### config.mk
export PLATFORM = sky130hd
export DESIGN_NAME = rbank_sched
export DESIGN_NICKNAME = d
export VERILOG_FILES = /design/src/rtl/y64_rbank_pkg.sv /design/src/rtl/rbank_sched.sv
export SDC_FILE = /design/constraint.sdc
export NUM_CORES = 1
export LEC_CHECK = 0
export CORE_MARGIN = 2
export CORE_UTILIZATION = 35
export DETAILED_ROUTE_END_ITERATION = 16
export DONT_BUFFER_PORTS = 1
export SLEW_MARGIN = 20
export SYNTH_ARGS = -nofsm -noshare
export SYNTH_HDL_FRONTEND = slang
export SYNTH_SLANG_ARGS = --single-unit
### constraint.sdc
create_clock -name clk -period 2.85 [get_ports clk]
set_input_delay 0.285 -clock clk [delete_from_list [all_inputs] [get_ports clk]]
set_output_delay 0.285 -clock clk [all_outputs]
set_load 0.01 [all_outputs]
### src/rtl/y64_rbank_pkg.sv
// Shared types and default sizes for the register-bank scheduler.
package y64_rbank_pkg;

    localparam int REG_W_DEF        = 64;
    localparam int SEL_W_DEF        = 5;
    localparam int WB_BURST_MAX_DEF = 4;

    // Burst counter width; covers WB_BURST_MAX up to 15.
    localparam int BURST_W = 4;

    typedef enum logic [1:0] {
        IDLE = 2'd0,
        RD_A = 2'd1,
        RD_B = 2'd2,
        DONE = 2'd3
    } rbank_sched_state_t;

endpackage

### src/rtl/rbank_sched.sv
// Time-multiplexes the single select/write port of the 32 x 64 register bank
// between operand fetches (two reads) and writebacks (one write), with a
// bounded writeback burst so a pending fetch is never starved.
module rbank_sched
    import y64_rbank_pkg::*;
#(
    parameter int REG_W        = REG_W_DEF,
    parameter int SEL_W        = SEL_W_DEF,
    parameter int WB_BURST_MAX = WB_BURST_MAX_DEF
) (
    input  logic             clk,
    input  logic             reset,
    input  logic             req_valid,
    output logic             req_ready,
    input  logic [SEL_W-1:0] req_src_a,
    input  logic [SEL_W-1:0] req_src_b,
    output logic             opr_valid,
    input  logic             opr_ready,
    output logic [REG_W-1:0] opr_a,
    output logic [REG_W-1:0] opr_b,
    input  logic             wb_valid,
    output logic             wb_ready,
    input  logic [SEL_W-1:0] wb_sel,
    input  logic [REG_W-1:0] wb_data,
    output logic             rb_we,
    output logic [SEL_W-1:0] rb_sel,
    output logic [REG_W-1:0] rb_in,
    input  logic [REG_W-1:0] rb_out
);

    localparam logic [BURST_W-1:0] BURST_LIM = BURST_W'(WB_BURST_MAX);

    rbank_sched_state_t state_q, state_d;
    logic [BURST_W-1:0] burst_q, burst_d;
    logic [SEL_W-1:0]   src_a_q, src_a_d;
    logic [SEL_W-1:0]   src_b_q, src_b_d;
    logic [REG_W-1:0]   opr_a_q, opr_a_d;
    logic [REG_W-1:0]   opr_b_q, opr_b_d;
    logic               wb_grant;

    // Next-state, port mux and handshakes; everything is held at zero while reset is high.
    always_comb begin
        // NOTE: every signal gets a default before any branch so no path leaves it unassigned (no latch).
        state_d   = state_q;
        burst_d   = burst_q;
        src_a_d   = src_a_q;
        src_b_d   = src_b_q;
        opr_a_d   = opr_a_q;
        opr_b_d   = opr_b_q;
        wb_grant  = 1'b0;
        req_ready = 1'b0;
        wb_ready  = 1'b0;
        opr_valid = 1'b0;
        rb_we     = 1'b0;
        rb_sel    = '0;
        rb_in     = '0;

        if (!reset) begin
            unique case (state_q)
                IDLE: begin
                    // Writebacks win until the burst limit is hit while a fetch waits.
                    wb_grant = wb_valid && (!req_valid || (burst_q < BURST_LIM));
                    if (wb_grant) begin
                        rb_we    = 1'b1;
                        rb_sel   = wb_sel;
                        rb_in    = wb_data;
                        wb_ready = 1'b1;
                        if (!req_valid) begin
                            burst_d = '0;
                        end else if (burst_q != BURST_LIM) begin
                            burst_d = burst_q + 1'b1;
                        end
                    end else if (req_valid) begin
                        req_ready = 1'b1;
                        src_a_d   = req_src_a;
                        src_b_d   = req_src_b;
                        burst_d   = '0;
                        state_d   = RD_A;
                    end else begin
                        burst_d = '0;
                    end
                end

                RD_A: begin
                    rb_sel  = src_a_q;
                    opr_a_d = rb_out;
                    if (src_a_q == src_b_q) begin
                        // Same register twice: one read serves both operands.
                        opr_b_d = rb_out;
                        state_d = DONE;
                    end else begin
                        state_d = RD_B;
                    end
                end

                RD_B: begin
                    rb_sel  = src_b_q;
                    opr_b_d = rb_out;
                    state_d = DONE;
                end

                DONE: begin
                    // Operands held until consumed; the port stays idle and writebacks wait.
                    opr_valid = 1'b1;
                    if (opr_ready) begin
                        state_d = IDLE;
                    end
                end

                default: state_d = IDLE;
            endcase
        end
    end

    // State, burst counter, captured selects and operand registers.
    always_ff @(posedge clk) begin
        // NOTE: sequential state uses non-blocking assignments so every flop samples pre-edge values.
        if (reset) begin
            state_q <= IDLE;
            burst_q <= '0;
            src_a_q <= '0;
            src_b_q <= '0;
            opr_a_q <= '0;
            opr_b_q <= '0;
        end else begin
            state_q <= state_d;
            burst_q <= burst_d;
            src_a_q <= src_a_d;
            src_b_q <= src_b_d;
            opr_a_q <= opr_a_d;
            opr_b_q <= opr_b_d;
        end
    end

    assign opr_a = opr_a_q;
    assign opr_b = opr_b_q;

endmodule
### Word-level counts from Yosys, hierarchy flattened

Cells that the tools add are included.

* divide/modulo/power cells: 0
* magnitude comparators: 1
* $mul: 0
* bitwise operators: 1
* muxes and demuxes: 25
* eq/ne operators: 10
* shifts and indexed selects: 0
* reduce and logical (&&, ||, !) cells: 9
* add/sub/neg operators: 1

Operators by type and width (number)
* two-way mux 64 bit: 4
* one-hot mux 64 bit (2 select lines): 1
* one-hot mux 5 bit (3 select lines): 1
* two-way mux 4 bit: 3
* two-way mux 1 bit: 10
* two-way mux 5 bit: 2
* inequality test 2 bit (second input constant): 4
* one-hot mux 2 bit (4 select lines): 1
* two-way mux 2 bit: 3
* AND reduction 3 bit: 2
* equality test 5 bit: 1
* adder 4 x 1 -> 4 bit (second input constant): 1
* equality test 2 bit (second input constant): 2
* < comparator 4 x 3 -> 1 bit (second input constant): 1
* inequality test 4 x 3 -> 1 bit (second input constant): 1
* AND reduction 2 bit: 2
* inequality test 3 x 2 -> 1 bit (second input constant): 1
* equality test 2 x 1 -> 1 bit (second input constant): 1
* zero test 2 bit: 1
* nonzero test 2 bit: 1
* logical AND 1 bit: 1
* zero test 1 bit: 1
* logical OR 1 bit: 1
* NOT 1 bit: 1

* bits in read-only memories: 0
* memories kept: 0
* bits in writable memories: 0
* bits in latches: 0
* word-level logic and storage cells: 53
* input port bits: 148
* flip-flop bits (word level): 144

### Depth between registers and ports, before layout

* word-level depth: 6
* mapped depth: 9
* gate-level depth less buffers: 6

### Worst setup path after synthesis

No wires, ideal clock.

* path kind: register -> output
* from: register state_q[0]
* to: output port rb_in[10]
* slack: 948 ps
* arrival time: 1617 ps
* stages on the path, launching flop included: 10
* path buffers: 4
* cell sequence: dfxtp_1 inv_1 ha_1 buf_2 and3_1 buf_2 nor2b_4 buf_6 buf_6 and2_1

* longest elaborated chain between the ends: 3

RTL lines
* from (decl): RTL line rbank_sched.sv:33 `rbank_sched_state_t state_q, state_d;`
* from (signal assigned): RTL line rbank_sched.sv:126 `state_q <= state_d;`
* zero test 2 bit: RTL line rbank_sched.sv:59 `unique case (state_q)`
* two-way mux 64 bit: RTL line rbank_sched.sv:59
* two-way mux 64 bit: RTL line rbank_sched.sv:58 `if (!reset) begin`
* to (decl): RTL line rbank_sched.sv:27 `output logic [REG_W-1:0] rb_in,`

Every way passes these cells.

### Worst setup path in the final report

* from: register state_q[0]
* to: output port rb_in[55]

The elaborated chain is that of the path after synthesis.

==> flow_metrics.env <==
export IMPL_synth_nets=816
export IMPL_wl_met1_um=8240
export IMPL_ys_ff_latch=144
export IMPL_slowest_delay_ps=360
export IMPL_grt_setup_unrepaired="false"
export IMPL_max_clock_path_buffers=2
export IMPL_cts_tree="done"
export IMPL_totalPowerFinal_mw=7.83
export IMPL_design_area_um2=7340
export IMPL_grt_pass1_wl_um=31400
export IMPL_max_freq_mhz=373
export IMPL_core_um2=18100
export IMPL_arrival_ps=2390
export IMPL_ys_async_sr_fraction=0
export IMPL_place_congestion=1.12
export IMPL_fin_cells=903
export IMPL_fin_nets=806
export IMPL_synth_seq_area_share=0.441
export IMPL_highest_layer="met5"
export IMPL_synth_avg_cell_area_um2=9.90
export IMPL_post_dp_cell_area_um2=6560
export IMPL_grt_max_degree=139
export IMPL_insertion_delay_ps=410
export IMPL_drv_cap=0
export IMPL_yosysUniqueCellTypes=34
export IMPL_rrSetupSlack_ps=670
export IMPL_grt_pass1_vias=4778
export IMPL_grt_util_all_layers=0.217
export IMPL_crit_slowest_cell="dfxtp_1"
export IMPL_dr_wl_met2_um=10800
export IMPL_drt_pass1_iter_count=5
export IMPL_reg2reg_from="state_q[0]"
export IMPL_worst_pin_slew_ps=684
export IMPL_nFillCells=1765
export IMPL_syn_inst=660
export IMPL_finalMaxSlewViolations=0
export IMPL_fp_row_count=49
export IMPL_p_leak_nw=3.16
export IMPL_route_met3_wl_um=2180
export IMPL_setup_tns_ps=0
export IMPL_gr_total_overflow=0
export IMPL_ioPinCount=349
export IMPL_maxSlewHeadroom=0.544
export IMPL_antenna_found_initial=27
export IMPL_port_buffers=0
export IMPL_fin_util=0.404
export IMPL_timing_rr_end="opr_b[8]"
export IMPL_dpl_cell_count=846
export IMPL_final_period_utilization=0.940
export IMPL_netlist_area_um2=6540
export IMPL_synth_ff_type="dfxtp_1"
export IMPL_status="finished clean"
export IMPL_start_kind="flop"
export IMPL_place_hpwl_um=16800
export IMPL_root_buffer="clkbuf_16"
export IMPL_htreeDepth=4
export IMPL_worstRegToRegCells=6
export IMPL_viasPerCell=5.19
export IMPL_powerDensity_nw_per_um2=1070
export IMPL_drive_gt1_frac=0.0650
export IMPL_die_width_um=141
export IMPL_endpoint_kind="output port"
export IMPL_die_y_um=141
export IMPL_numCtsBuffers=17
export IMPL_synth_edf_count=0
export IMPL_via_count=4686
export IMPL_start_util=0.360
export IMPL_cts_sinks=144
export IMPL_syn_to_final_growth_pct=12.3
export IMPL_die_area_um2=19800
export IMPL_hold_start="rb_out[60]"
export IMPL_critPathKind="reg -> out"
export IMPL_wire_per_inst_um=24.2
export IMPL_min_path_cells=2
export IMPL_drc_errors=0
export IMPL_min_to="opr_b[60]"
export IMPL_drt_initial_drc_count=269
export IMPL_drtAntennaViolNets=0
export IMPL_period_needed_ps=2680
export IMPL_finalSetupViolCount=0
export IMPL_irDropWorstVdd_v=0.000438
export IMPL_synth_warnings=0
export IMPL_path_clk_slew_ps=60
export IMPL_required_ps=2570
export IMPL_fin_worst_skew_ps=10.2
export IMPL_crit_chain="inv_1 -> ha_1 -> and3_1 -> nor2b_4 -> buf_8 -> and2_1"
export IMPL_report_final_hold_viol_count=0
export IMPL_cp_max_fo=66
export IMPL_hold_path_class="in -> reg"
export IMPL_post_cts_buffers=0
export IMPL_drt_wl_total_um=21800
cell families after synthesis:
group / after synthesis / synth area share
muxes: 138 / 0.211
adders and majority gates: 8 / 0.0153
AOI/OAI and AO/OA: 17 / 0.0203
buffers and inverters: 53 / 0.0542
xor gates and xnor gates: 6 / 0.00804
DFF: 144 / 0.441
and+or+nand+nor: 294 / 0.250
state kept, by name, indices dropped and copies added, names as in the netlist:
signal	flops
opr_a	64
src_a_q	5
burst_q	4
opr_b	64
state_q	2
src_b_q	5
metrics by stage:
stage | hold slack (ps) | setup WS, ps
3_3_place_gp | 369 | 613
3_5_place_dp | 371 | 497
6_report | 17.9 | 172
2_1_floorplan | 429 | 948
4_1_cts | 0.121 | 25.3
5_1_grt | 2.09 | 17.4
where the power goes:
part / internal [mW] / switching [mW]
clock: 1.34 / 0.873
sequential: 2.58 / 0.672
combinational: 1.08 / 1.28
placed cells by master (no fill, tap or decap), drive strengths merged:
cell type,netlist,routed
a211oi,2,2
a21boi,1,1
a21o,1,1
a21oi,2,2
a222oi,5,5
a31oi,1,1
a41oi,1,1
and2,64,64
and3,1,1
buf,34,7
bufinv,0,2
clkbuf,15,20
clkinv,0,4
clkinvlp,0,3
dfxtp,144,144
diode,0,12
dlygate4sd3,0,13
ha,8,8
inv,4,6
mux2i,138,138
nand2,1,1
nand2b,128,128
nand3,3,3
nor2,84,84
nor2b,4,4
nor3,6,6
nor4,1,1
o21ai,3,3
o31a,1,1
or3b,2,2
xnor2,1,1
xor2,5,5
worst max-delay path: cells and delay by family (launching register included):
kind                     cells  cell delay [ps]
AND/OR/NAND/NOR              3              830
buffers and inverters        2              440
flip-flops                   1              360
adder cells (fa/ha/maj)      1              330
metal layers:
metal  up-vias  global-route usage
li1       2152                   -
met1      2207               0.239
met3        48              0.0856
met2       277               0.378
met4         2              0.0858
met5         -                   0
worst max-delay path by stage:
stage | startpoint | endpoint | depth (start not counted)
global route | state_q[0] | rb_in[55] | 6
floorplan | state_q[0] | rb_in[10] | 9
finish | state_q[0] | rb_in[55] | 6
detailed placement | state_q[0] | rb_in[55] | 6
CTS | state_q[0] | rb_in[55] | 6
global placement | state_q[0] | rb_in[55] | 6
repair_timing:
item | CTS | global route
hold buffers | 13 | 1
endpoints found under the setup margin | 0 | 64
hold endpoints to repair | 87 | 1
gates resized for setup | 0 | 3
Yosys cell counts (2+ instances only):
cell type | number | area [µm²]
a211oi_1 | 2 | 15.0
a21oi_1 | 2 | 10.0
a222oi_1 | 5 | 50.1
and2_1 | 64 | 400
buf_2 | 19 | 95.1
buf_6 | 8 | 90.1
buf_8 | 6 | 90.1
clkbuf_1 | 15 | 56.3
dfxtp_1 | 144 | 2880
ha_1 | 8 | 100
inv_1 | 4 | 15.0
mux2i_1 | 138 | 1380
nand2b_1 | 128 | 801
nand3_1 | 3 | 15.0
nor2_1 | 84 | 315
nor2b_1 | 3 | 18.8
nor3_1 | 5 | 25.0
o21ai_0 | 2 | 10.0
xor2_1 | 5 | 43.8
final cells by class:
cell class | instances | area [µm²] | share of cell area
Timing Repair Buffer | 20 | 210 | 0.0286
Multi-Input combinational cell | 463 | 3330 | 0.453
Antenna cell | 12 | 30.0 | 0.00409
Inverter | 4 | 15.0 | 0.00205
Sequential cell | 144 | 2880 | 0.393
Clock inverter | 11 | 131 | 0.0179
Clock buffer | 20 | 457 | 0.0622
Tap cell | 229 | 287 | 0.0390
No activity file was read; power rests on OpenSTA's default activity.
